## src/rtl/boolean_sweep_pkg.sv

```systemverilog
// boolean_sweep_pkg: shared state encoding and constants for the boolean sweep sequencer
package boolean_sweep_pkg;
    typedef enum logic [1:0] {
        IDLE   = 2'd0,
        DRIVE  = 2'd1,
        SAMPLE = 2'd2,
        DONE   = 2'd3
    } state_t;
    localparam logic [7:0] EXPECT_DEFAULT = 8'h15;
    localparam int CNT_W = 4;
endpackage

```

## src/rtl/boolean_sweep_ctrl_settle_timer.sv

```systemverilog
// sweep_settle_timer: settle-window counter, expired flags the last cycle of the window
module sweep_settle_timer
    import boolean_sweep_pkg::*;
#(
    parameter int SETTLE_CYCLES = 2
) (
    input  logic clk,
    input  logic rst_n,
    input  logic load,
    input  logic en,
    output logic expired
);
    logic [CNT_W-1:0] cnt;
    always_ff @(posedge clk or negedge rst_n)
        if (!rst_n) cnt <= '0;
        else cnt <= load ? '0 : en ? cnt + 1'b1 : cnt;
    assign expired = cnt == CNT_W'(SETTLE_CYCLES - 1);
endmodule

```

## src/rtl/boolean_sweep_ctrl.sv

```systemverilog
// boolean_sweep_ctrl: exhaustive truth-table sweep of a combinational block against a golden table
// Optional BOOLEAN_SWEEP_STOP_ON_FAIL_EN: halt on the first mismatch and report fail_idx.
module boolean_sweep_ctrl
    import boolean_sweep_pkg::*;
#(
    parameter int N_IN = 3,
    parameter logic [2**N_IN-1:0] EXPECT = EXPECT_DEFAULT,
    parameter int SETTLE_CYCLES = 2
) (
    input  logic                 clk,
    input  logic                 rst_n,
    input  logic                 start,
    input  logic                 dut_d,
    output logic [N_IN-1:0]      vec,
    output logic                 busy,
    output logic                 done,
    output logic                 pass,
    output logic [N_IN:0]        err_count,
`ifdef BOOLEAN_SWEEP_STOP_ON_FAIL_EN
    output logic [N_IN-1:0]      fail_idx,
`endif
    output logic [2**N_IN-1:0]   captured
);
    state_t state, nxt;
    logic accept, mismatch, last, stop_hit, finish, expired, load;
    assign accept   = (state == IDLE || state == DONE) && start;
    assign mismatch = dut_d != EXPECT[vec];
    assign last     = vec == '1;
`ifdef BOOLEAN_SWEEP_STOP_ON_FAIL_EN
    assign stop_hit = mismatch;
`else
    assign stop_hit = 1'b0;
`endif
    assign finish = last || stop_hit;
    assign load   = accept || (state == SAMPLE && !finish);

    sweep_settle_timer #(.SETTLE_CYCLES(SETTLE_CYCLES)) u_timer (
        .clk(clk),
        .rst_n(rst_n),
        .load(load),
        .en(state == DRIVE),
        .expired(expired)
    );

    always_ff @(posedge clk or negedge rst_n)
        if (!rst_n) state <= IDLE;
        else state <= nxt;

    always_comb begin
        nxt = state;
        case (state)
            IDLE, DONE: nxt = start ? DRIVE : state;
            DRIVE:      nxt = expired ? SAMPLE : DRIVE;
            SAMPLE:     nxt = finish ? DONE : DRIVE;
            default:    nxt = IDLE;
        endcase
    end

    always_comb begin
        busy = state == DRIVE || state == SAMPLE;
        done = state == DONE;
    end

    // Results are cleared on acceptance and only touched in SAMPLE, so dut_d glitches in DRIVE never land.
    always_ff @(posedge clk or negedge rst_n)
        if (!rst_n) begin
            vec       <= '0;
            pass      <= 1'b0;
            err_count <= '0;
            captured  <= '0;
        end else if (accept) begin
            vec       <= '0;
            pass      <= 1'b0;
            err_count <= '0;
            captured  <= '0;
        end else if (state == SAMPLE) begin
            captured[vec] <= dut_d;
            if (mismatch && err_count != '1) err_count <= err_count + 1'b1;
            if (finish) pass <= !mismatch && err_count == '0;
            else vec <= vec + 1'b1;
        end

`ifdef BOOLEAN_SWEEP_STOP_ON_FAIL_EN
    always_ff @(posedge clk or negedge rst_n)
        if (!rst_n) fail_idx <= '0;
        else if (accept) fail_idx <= '0;
        else if (state == SAMPLE && mismatch) fail_idx <= vec;
`endif
endmodule

```

## config.mk

```make
export PLATFORM = sky130hd
export DESIGN_NAME = boolean_sweep_ctrl
export DESIGN_NICKNAME = d
export VERILOG_FILES = /design/src/rtl/boolean_sweep_pkg.sv /design/src/rtl/boolean_sweep_ctrl_settle_timer.sv /design/src/rtl/boolean_sweep_ctrl.sv
export SDC_FILE = /design/constraint.sdc
export NUM_CORES = 1
export LEC_CHECK = 0
export CORE_MARGIN = 1
export CORE_UTILIZATION = 42
export DETAILED_ROUTE_END_ITERATION = 7
export PLACE_DENSITY = 0.66
export SETUP_SLACK_MARGIN = 0.15
export SKIP_LAST_GASP = 1
export SYNTH_ARGS = -nofsm -noshare
export SYNTH_HDL_FRONTEND = slang
export SYNTH_HIERARCHICAL = 1
export SYNTH_SLANG_ARGS = --single-unit
```

## constraint.sdc

```tcl
create_clock -name clk -period 3 [get_ports clk]
set_input_delay 0.6 -clock clk [delete_from_list [all_inputs] [get_ports clk]]
set_output_delay 0.6 -clock clk [all_outputs]
set_load 0.005 [all_outputs]
```

==> impl_metrics.toml, run 1 <==
[run_status]
status = "completed"

[timing]
fin_crit_ns = 2.35
finalSetupViolations = 0
tns_ns = 0
fmax_mhz = 425
worst_slew_pin_slew_ns = 0.692
rsz0062_at_grt = "no"
slew_headroom = 0.535
hold_violations = 0
maxSlewViolCount = 0
finalCritPeriodShare = 0.784
finClkSkew_ns = 0.00640

[floorplanning]
start_util = 0.452
rows = 19
core-area_mm2 = 0.00281
die_h_um = 57.0
ioPinCount = 22
die-area_mm2 = 0.00324
dieWidth_um = 57.0

[logic_synthesis]
synth_common_cells = "22 x dfrtp_1, 15 x nor2_1, 10 x ha_1, 10 x mux2i_1, 9 x inv_1"
synthesis.nets = 143
ys_ff_latch = 22
synthFlopType = "dfrtp_1"
synth_area_mm2 = 0.00127
synth_most_common_cell = "dfrtp_1"
synth.distinct_cells = 37
synth-edff-count = 0
syn_inst = 129
synth_top_cell_by_area = "dfrtp_1"
syn_area_per_cell_um2 = 9.84
synthDominantCellAreaShare = 0.434
async_reset_ff_frac = 1.00
synth_warnings = 6
ys_seq_area_frac = 0.434
ys_top_cells_by_area = "dfrtp_1 43%, ha_1 9.9%, mux2i_1 7.9%"

[worst_setup_path]
path_cells = "inv_1, ha_1, inv_1, clkdlybuf4s50_1"
worstSetupPathType = "reg -> out"
crit_slowest_cell = "clkdlybuf4s50_1"
worstPathMaxFanout = 6
crit_path_start_kind = "flip-flop"
cpPeakStageDelay_ns = 0.50
crit_family = "buffers and inverters"
cp.required_ns = 2.40
arrival_ns = 1.75
cp-end-kind = "primary output"
path_common_cell = "inv_1"
critical_path_buf_inv_count = 3

[cts]
clkTransAtPathRegs_ns = 0.12
cts_made_buffers = 3
cts_setup_buffers = 0
cts.path.max_buffers = 2
clkSinkCount = 22
cts.repair.resized = 0
clk_latency_ns = 0.30
htree_levels = 1
cts_root_buffer = "clkbuf_4"
cts_tree = "yes"
hold_buffers = 0

[drt]
drc = 0
wl_um = 2320
final_antenna_net_count = 0
wire_per_inst_um = 12.8
via_count = 960
routed_via_density = 5.30
dr.pass1.iters = 4
drt_iter0_drc = 37

[placed_design]
gp_congestion = 0.718
place_area_mm2 = 0.00150
port_buffers = 21
dp.final_hpwl_um = 1680

[pwr]
power.density_mw_per_mm2 = 640
ir_worst_vdd_mv = 0.316
p_leak_uw = 0.000697

[grt]
grt_usage = 0.167
grt_pass1_wl_um = 4200
grt_pass1_vias = 955
grt_overflow = 0
antenna_found_initial = 0
grt_max_degree = 23

[final_layout]
diodes = 0
filler_cell_count = 245
fin_nets = 165
final-seq-area_um2 = 551
multiInputGateArea_um2 = 649
area_delta_synth_final_pct = 20.9
drive_gt1_frac = 0.0867
fin_area_mm2 = 0.00153

[min_path]
min_path_type = "reg -> reg"

[job]
max-cap-violations = 0
area by class of cell:
class | count | share of cell area
Multi-Input combinational cell | 92 | 0.423
Timing Repair Buffer | 23 | 0.147
Sequential cell | 22 | 0.359
Clock buffer | 4 | 0.0237
Inverter | 9 | 0.0220
Tap cell | 31 | 0.0253
state kept, by name, summed over array words and instances (netlist names):
name	count
pass	1
vec	3
u_timer/cnt	4
state	2
captured	8
err_count	4
placed cells by master, fill, tap and decap left out, types with 2 or more instances in the layout:
cell type,instances
nand2b_1,3
buf_4,2
dfrtp_1,22
clkdlybuf4s50_1,21
a21oi_1,7
clkbuf_4,3
xnor2_1,2
mux2i_1,10
o31ai_1,3
or4_1,2
inv_1,9
nor3_1,4
nor3b_1,2
nor2_1,15
nand4_1,4
nor2b_1,2
ha_1,10
nand2_1,8
nand3_1,3
report_power, final:
| part | internal [uW] | switching, uW | total (uW) |
|---|---|---|---|
| combinational | 200 | 200 | 401 |
| clock | 74.0 | 88.3 | 162 |
| sequential | 350 | 68.1 | 418 |
per-layer routing:
| layer | up-vias | part of all wire | track usage |
|---|---|---|---|
| met1 | 449 | 0.47 | 0.207 |
| met5 | - | 0 | 0 |
| met4 | 0 | 0.0060 | 0.0732 |
| li1 | 492 | - | - |
| met3 | 2 | 0.028 | 0.0204 |
| met2 | 17 | 0.50 | 0.291 |
worst register-to-register path: stages, from the launching register on:
cell and delay [ns]:
dfrtp_1 0.50, inv_1 0.15, ha_1 0.20, and2_2 0.20
nor3_1 0.54, o311ai_0 0.23, o41ai_1 0.10
metrics by stage:
stage | utilization | hold slack (ns) | cells | setup WS [ns] | total power [uW]
after floorplan | - | 0.304 | 129 | 1.17 | 689
after global placement | 0.534 | 0.506 | 177 | 0.773 | 810
after detailed placement | 0.534 | 0.514 | 177 | 0.685 | 829
after CTS | 0.547 | 0.539 | 181 | 0.631 | 996
after global routing | 0.547 | 0.573 | 181 | 0.552 | 1070
final | 0.547 | 0.533 | 181 | 0.648 | 981
path summary, 6_finish.rpt:
path,endpoint,from,depth (start not counted),slack (ns)
min in group asynchronous,state[0],rst_n,2,0.63
max in group asynchronous,u_timer/cnt[3],rst_n,2,2.14
min reg2reg,pass,pass,2,0.53
min,pass,pass,2,0.53
max,busy,state[0],4,0.65
max reg2reg,err_count[1],vec[1],6,0.99
cell families (layout without fill, tap and decap cells):
kind of cell	Yosys count	in the layout	synth area share
XOR/XNOR	2	2	0.0138
buffers and inverters	15	36	0.0542
multiplexers	11	11	0.0907
AND/OR/NAND/NOR	52	52	0.214
AO/OA/AOI/OAI	17	17	0.0947
adder cells (fa/ha/maj)	10	10	0.0986
flip-flops	22	22	0.434
Note: power is estimated with default switching activity, not from simulation.
==> run 2, diff against run 1 <==
- PLACE_DENSITY: 0.66 -> 0.68
- clock period: 3 -> 1.9 ns (I/O delays scaled with it)
==> impl_metrics.toml, run 2 (synthesized netlist as in run 1, its figures left out) <==
[cts]
cts_made_buffers = 3
clk_latency_ns = 0.32
hold_buffers = 0
cts_root_buffer = "clkbuf_4"
htree_levels = 1
clkSinkCount = 22
clkTransAtPathRegs_ns = 0.14
cts.path.max_buffers = 2
cts_tree = "yes"

[floorplanning]
rows = 19
start_util = 0.452
die-area_mm2 = 0.00324
dieWidth_um = 57.0
core-area_mm2 = 0.00281
ioPinCount = 22
die_h_um = 57.0

[timing]
hold_violations = 0
finalSetupViolations = 0
finalCritPeriodShare = 0.942
fmax_mhz = 559
tns_ns = 0
rsz0062_at_grt = "yes"
hold_ws_ns = 0.391
finClkSkew_ns = 0.0142
slew_headroom = 0.771
worst_slew_pin_slew_ns = 0.339
fin_crit_ns = 1.79
maxSlewViolCount = 0

[final_layout]
reg.largest.list = "captured x8, err_count x4, u_timer/cnt x4"
drive_gt1_frac = 0.215
fin_util = 0.604
max_flop_register = "captured"
largest_reg_flops = 8
final_cell_mix = "22 x dfrtp_1, 17 x clkdlybuf4s50_1, 15 x nor2_1"
final_cells = 194
filler_cell_count = 250
area_delta_synth_final_pct = 33.6
fin_nets = 178
mostFrequentLayoutCell = "dfrtp_1"
diodes = 0

[drt]
wl_um = 2870
final_antenna_net_count = 0
drt_iter0_drc = 32
wire_per_inst_um = 14.8
routed_via_density = 5.38
dr.pass1.iters = 6
via_count = 1043
drc = 4

[worst_setup_path]
r2r_start = "vec[1]"
cp-end-kind = "primary output"
path_common_cell = "buf_4"
worstPathMaxFanout = 3
cp.required_ns = 1.52
cpPeakStageDelay_ns = 0.40
reg2reg_to = "pass"
arrival_ns = 1.41
crit_slowest_cell = "dfrtp_1"
worstSetupPathType = "reg -> out"
r2r_slack_ns = 0.18
path_cells = "buf_4, buf_4, ha_1, dlygate4sd2_1"
ff2ff_path_depth = 7
crit_path_start_kind = "flip-flop"

[placed_design]
dp.final_hpwl_um = 1880
gp_congestion = 0.865
place_inst = 184
port_buffers = 21

[job]
max-cap-violations = 0

[run_status]
status = "finished with violations"
violations = "DRC"

[grt]
grt_overflow = 0
grt_pass1_vias = 1096
grt_pass1_wl_um = 4920
grt_max_degree = 23
antenna_found_initial = 0
grt_usage = 0.197

[min_path]
min_path_type = "in -> async"

[pwr]
power.density_mw_per_mm2 = 1110
ir_worst_vdd_mv = 0.539
p_leak_uw = 0.000813
[run 2: where the power goes]
group / total (uW) / switching [uW] / internal [uW]
clock: 366 / 152 / 213
sequential: 631 / 78.2 / 553
combinational: 878 / 433 / 446
total: 1870 / 663 / 1210
[run 2: per-stage QoR]
step / total power, uW / cell area (um2) / setup slack [ns]
final: 1870 / 1700 / 0.111
after global routing: 2030 / 1700 / 0.0539
after CTS: 1810 / 1640 / 0.0788
after detailed placement: 1380 / 1550 / 0.0982
after global placement: 1340 / 1550 / 0.163
after floorplan: 1100 / 1280 / 0.194
[run 2: cell type report]
type	count	area [um2]	area share
Multi-Input combinational cell	92	687	0.405
Clock buffer	3	22.5	0.0133
Tap cell	31	38.8	0.0229
Timing Repair Buffer	36	333	0.196
Sequential cell	22	551	0.325
Clock inverter	1	30.0	0.0177
Inverter	9	33.8	0.0199
[run 2: how the worst max path moves through the flow]
| stage | startpoint | endpoint | slack (ns) | cells past startpoint |
|---|---|---|---|---|
| after detailed placement | dut_d | err_count[3] | 0.1 | 5 |
| after global placement | dut_d | err_count[3] | 0.16 | 5 |
| after floorplan | vec[0] | err_count[3] | 0.19 | 7 |
| after global routing | state[0] | done | 0.05 | 4 |
| after CTS | state[0] | err_count[0] | 0.08 | 6 |
| final | state[0] | done | 0.11 | 4 |
[run 2: metal layers]
layer,up-vias,track usage,share of wire
li1,510,-,-
met1,506,0.255,0.45
met2,21,0.329,0.51
met3,6,0.0272,0.032
met5,-,0,0
met4,0,0.0871,0.015
[run 2: critical path: cells and delay by family, from the launching register on]
family	cells	cell delay (ns)
fa+ha+maj	1	0.19
buf+inv	3	0.52
flops	1	0.40
[run 2: what timing repair did]
item / CTS / global route
resized for setup: 3 / 17
buffers inserted: 4 / 2
pin swaps: 0 / 2
cloned: 0 / 0
setup endpoints to repair: 4 / 17
==> run 3, diff against run 2 <==
==> constraint.sdc (replaced) <==
create_clock -name clk -period 1.9 [get_ports clk]
set_input_delay 0.285 -clock clk [delete_from_list [all_inputs] [get_ports clk]]
set_output_delay 0.285 -clock clk [all_outputs]
set_load 0.005 [all_outputs]
==> impl_metrics.toml, run 3 (synthesized netlist as in run 1, its figures left out) <==
[run_status]
status = "finished with violations"
violations = "DRC"

[grt]
grt_pass1_wl_um = 4710
antenna_found_initial = 0
grt_usage = 0.187
grt_overflow = 0
grt_max_degree = 23
grt_pass1_vias = 1030

[final_layout]
largest_reg_flops = 8
fin_util = 0.596
multiInputGateArea_um2 = 688
max_flop_register = "captured"
diodes = 0
final-seq-area_um2 = 551
filler_cell_count = 235
fin_area_mm2 = 0.00167
reg.largest.list = "captured x8, err_count x4, u_timer/cnt x4"
mostFrequentLayoutCell = "dfrtp_1"
drive_gt1_frac = 0.193
final_cell_mix = "22 x dfrtp_1, 19 x clkdlybuf4s50_1, 15 x nor2_1"
fin_nets = 176
area_delta_synth_final_pct = 31.9

[worst_setup_path]
cpPeakStageDelay_ns = 0.40
worstSetupPathType = "reg -> out"
crit_path_start_kind = "flip-flop"
cp-end-kind = "primary output"
worstPathMaxFanout = 6
ff2ff_path_depth = 7
crit_slowest_cell = "dfrtp_1"
arrival_ns = 1.44
cp.required_ns = 1.62
path_cells = "buf_4, ha_4, inv_1, dlygate4sd2_1"

[floorplanning]
dieWidth_um = 57.0
die_h_um = 57.0
core-area_mm2 = 0.00281
die-area_mm2 = 0.00324
rows = 19
start_util = 0.452
ioPinCount = 22

[pwr]
power_uw = 1820
p_leak_uw = 0.000779
power.density_mw_per_mm2 = 1090
ir_worst_vdd_mv = 0.536

[drt]
drc = 5
wl_um = 2850
final_antenna_net_count = 0
dr.pass1.iters = 6
routed_via_density = 5.42
via_count = 1041
wire_per_inst_um = 14.8
drt_iter0_drc = 45

[placed_design]
pre_cts_slack_ns = 0.0968
place_area_mm2 = 0.00155
gp_congestion = 0.839
port_buffers = 21
dp.final_hpwl_um = 1910

[job]
max-cap-violations = 0

[cts]
clk_latency_ns = 0.31
htree_levels = 1
hold_buffers = 0
cts_tree = "yes"
cts_made_buffers = 3
clkTransAtPathRegs_ns = 0.14
cts.path.max_buffers = 2
cts_root_buffer = "clkbuf_4"
clkSinkCount = 22

[timing]
hold_violations = 0
slew_headroom = 0.787
maxSlewViolCount = 0
fmax_mhz = 581
setup_slack_ns = 0.178
tns_ns = 0
worst_slew_pin_slew_ns = 0.316
finClkSkew_ns = 0.00681
finalSetupViolations = 0
rsz0062_at_grt = "yes"
fin_crit_ns = 1.72
finalCritPeriodShare = 0.906

[min_path]
min_path_type = "in -> async"
## run 3: cell types whose count changed in the layout (fill, tap and decap cells not counted), sizes merged
| cell | delta |
|---|---|
| buf | -2 |
| clkdlybuf4s50 | +2 |
| clkbuf | -1 |
| dlymetal6s2s | -1 |
## run 3: final timing paths
check                           slack (ns)         from              to
worst min-delay path                  0.30        rst_n    err_count[0]
max in group asynchronous             1.37        rst_n          vec[0]
min in group clk                      0.54  captured[4]     captured[4]
worst max-delay path                  0.18     state[1]            busy
worst min register to register        0.54  captured[4]     captured[4]
worst max register to register        0.18       vec[1]  u_timer/cnt[3]
## run 3: critical path: cells and delay by family (launching register included)
kind,cells,cell delay [ns]
fa+ha+maj,1,0.28
buf+inv,3,0.45
flops,1,0.40
## run 3: layer usage
layer	part of all wire	vias up	GRT usage
li1	-	507	-
met1	0.45	502	0.249
met2	0.50	28	0.309
met3	0.035	4	0.0204
met4	0.012	0	0.0871
met5	0	-	0
## run 3: area by class of cell
class,count,area share
clock buffer,3,0.0135
clock inverter,1,0.0180
inverter,9,0.0202
multi-input combinational,92,0.411
sequential,22,0.329
tap,31,0.0232
timing repair buffer,34,0.185
## run 3: metrics by stage
step,hold slack [ns],std cells
after floorplan,-0.0106,129
after global placement,0.505,183
after detailed placement,0.518,183
after CTS,0.299,189
after global routing,0.302,192
final,0.301,192
## run 3: power breakdown
part,switching [uW],internal (uW)
Clock,153,213
Combinational,417,405
Sequential,76.7,553
Total,647,1170
## run 3: what timing repair did
action / 4_1_cts / 5_1_grt
pin swaps: 0 / 0
setup endpoints to repair: 2 / 4
buffers inserted: 2 / 3
gates cloned: 0 / 0
resized for setup: 4 / 5
==> RTL change, RTL diff (settings of run 2) <==
The 4 states of `state_t` get a one-hot encoding in 4 bits.
--- a/src/rtl/boolean_sweep_pkg.sv
+++ b/src/rtl/boolean_sweep_pkg.sv
@@ -2,7 +2,7 @@
 package boolean_sweep_pkg;
-    typedef enum logic [1:0] {
-        IDLE   = 2'd0,
-        DRIVE  = 2'd1,
-        SAMPLE = 2'd2,
-        DONE   = 2'd3
+    typedef enum logic [3:0] {
+        IDLE   = 4'b0001,
+        DRIVE  = 4'b0010,
+        SAMPLE = 4'b0100,
+        DONE   = 4'b1000
     } state_t;
Formal check against the unedited RTL: no difference found for any inputs over 10 cycles, from zero or initial values and one cycle with rst_n low; not proved beyond that.
==> RTL change against run 2 <==
Critical path depth up 1. Sequential cell count up 2. Final area up 11%. Clock skew down 0.014 ns. Global-route usage down 1.1 points. Setup slack worse by 0.053 ns. Routed wire length up 1.7%. Area after synthesis up 8.1%. Core utilization up 0.66 points. Critical path type is now reg -> reg. Largest cell class unchanged.
Power is not compared: it rests on default switching activity, and its combinational part moved more than twofold at a synthesized area within 25%.
==> RTL change: results (changes against run 2) <==
outcome -> finished, final reports clean
Reg clk slew, reported paths -> 0.13 ns
Synth area leaders -> dfrtp_1, mux2i_1, ha_1
register area share after synthesis -> 0.4389 (+0.004944)
DRT iter0 DRCs -> 36 (+13%)
htree depth -> 1 (unchanged)
Worst Path Max Fanout -> 7 (+4)
Worst Hold Slack -> 0.3959 ns (+0.005185 ns)
clk root buf -> clkbuf_4
share of layout cells above drive strength 1 -> 0.2796 (+0.06485)
Synth cell types -> 38 (+2.7%)
Switching Fraction -> 0.3213
aggregate global-route resource usage -> 0.1858 (-0.01087)
ys async rst share -> 1.000 (unchanged)
post-DP HPWL -> 2052 um (+9.3%)
top post-synthesis cells by count -> dfrtp_1, nor2_1, mux2i_1, nand2_1, inv_1
# fillers -> 259 (+3.6%)
Worst slew margin -> 0.7937 (+0.02313)
via count -> 1,164 (+12%)
worst r2r dst -> err_count[1]$_DFFE_PN0P_
Reg with most FFs -> captured
dpl cell area -> 1729 um^2 (+11%)
syn_nets -> 156 (+9.1%)
R2R Setup Slk -> 0.06 ns (-0.12 ns)
Crit path arrival time -> 2.06 ns (+0.65 ns)
Critical R2R Launch -> state[0]$_DFFE_PN1P_
DRT Pass-1 Iters -> 4 (-2)
Placer Congestion -> 0.8612 (-0.39%)
Worst Skew -> 0.0006253 ns (-0.01361 ns)
FF-to-FF path depth -> 5 (-2)
first-pass GRT wire length -> 4995 um (+1.5%)
Routed WL per cell -> 12.70 um (-14%)
nets -> 198 (+11%)
initial antenna violation count -> 0 (unchanged)
largest net degree at the start of global routing -> 25 (+8.7%)
vias in the first global route -> 1,123 (+2.5%)
RTL change: critical path, cell delays in order, from the launching register on:
cell	delay, ns
dfstp_2	0.39
or4b_4	0.55
buf_6	0.16
a31oi_4	0.14
and3_4	0.21
mux2_4	0.29
RTL change: per-stage QoR:
step / setup slack, ns / power (mW) / util / std cells / setup TNS, ns
final: 0.05741 / 1.267 / 0.6110 / 230 / 0
after floorplan: -0.04440 / 0.8571 / - / 145 / -0.04440
after CTS: 0.06434 / 1.276 / 0.5984 / 228 / 0
after detailed placement: 0.01268 / 0.9820 / 0.5618 / 218 / 0
after global placement: 0.03926 / 0.9652 / 0.5618 / 218 / 0
after global routing: 0.004900 / 1.351 / 0.6110 / 230 / 0
RTL change: area by class of cell:
class                           count  area (um^2)  area share
Multi-Input combinational cell    104        758.2      0.4032
Sequential cell                    24        604.3      0.3214
Timing Repair Buffer               46        396.6      0.2109
Tap cell                           44        55.05     0.02927
Clock buffer                        4        36.28     0.01929
Inverter                            8        30.03     0.01597
RTL change: timing repair:
| action | CTS | global route |
|---|---|---|
| pin swaps | 3 | 1 |
| resized for setup | 17 | 9 |
| setup endpoints to repair | 10 | 16 |
| hold buffers | 0 | 0 |
| setup buffers | 6 | 2 |
RTL change: kinds of logic (layout without fill, tap and decap cells):
family                   after synthesis  after routing  share of synthesized area
AND/OR/NAND/NOR                       62             62                     0.2372
flip-flops                            24             24                     0.4389
AO/OA/AOI/OAI                         19             19                    0.08668
buffers and inverters                 17             58                    0.05565
multiplexers                          12             12                    0.09215
adder cells (fa/ha/maj)                7              7                    0.06387
XOR/XNOR                               4              4                    0.02555
RTL change: worst max-delay path by stage:
stage                               startpoint                        to  slack, ns  cells past startpoint
after detailed placement  state[1]$_DFFE_PN0P_  err_count[1]$_DFFE_PN0P_       0.01                      5
final                     state[0]$_DFFE_PN1P_  err_count[1]$_DFFE_PN0P_       0.06                      5
after global placement    state[1]$_DFFE_PN0P_  err_count[1]$_DFFE_PN0P_       0.04                      5
after global routing      state[1]$_DFFE_PN0P_  err_count[1]$_DFFE_PN0P_      0.005                      5
after floorplan           state[1]$_DFFE_PN0P_  err_count[1]$_DFFE_PN0P_      -0.04                      6
after CTS                 state[0]$_DFFE_PN1P_  err_count[1]$_DFFE_PN0P_       0.06                      5
RTL change: layer usage:
metal	vias to the layer above	part of all wire	global-route usage
met5	-	0	0
met4	0	0.0092	0.06463
met3	2	0.021	0.02402
met2	15	0.49	0.3068
met1	564	0.48	0.2514
li1	583	-	-
RTL change: power groups by stage:
stage / Combinational (mW) / Sequential, mW / Clock [mW]
global placement: 0.370 / 0.596 / 0
floorplan: 0.264 / 0.593 / 0
global route: 0.450 / 0.600 / 0.301
detailed placement: 0.383 / 0.599 / 0
finish: 0.399 / 0.591 / 0.277
CTS: 0.396 / 0.591 / 0.289
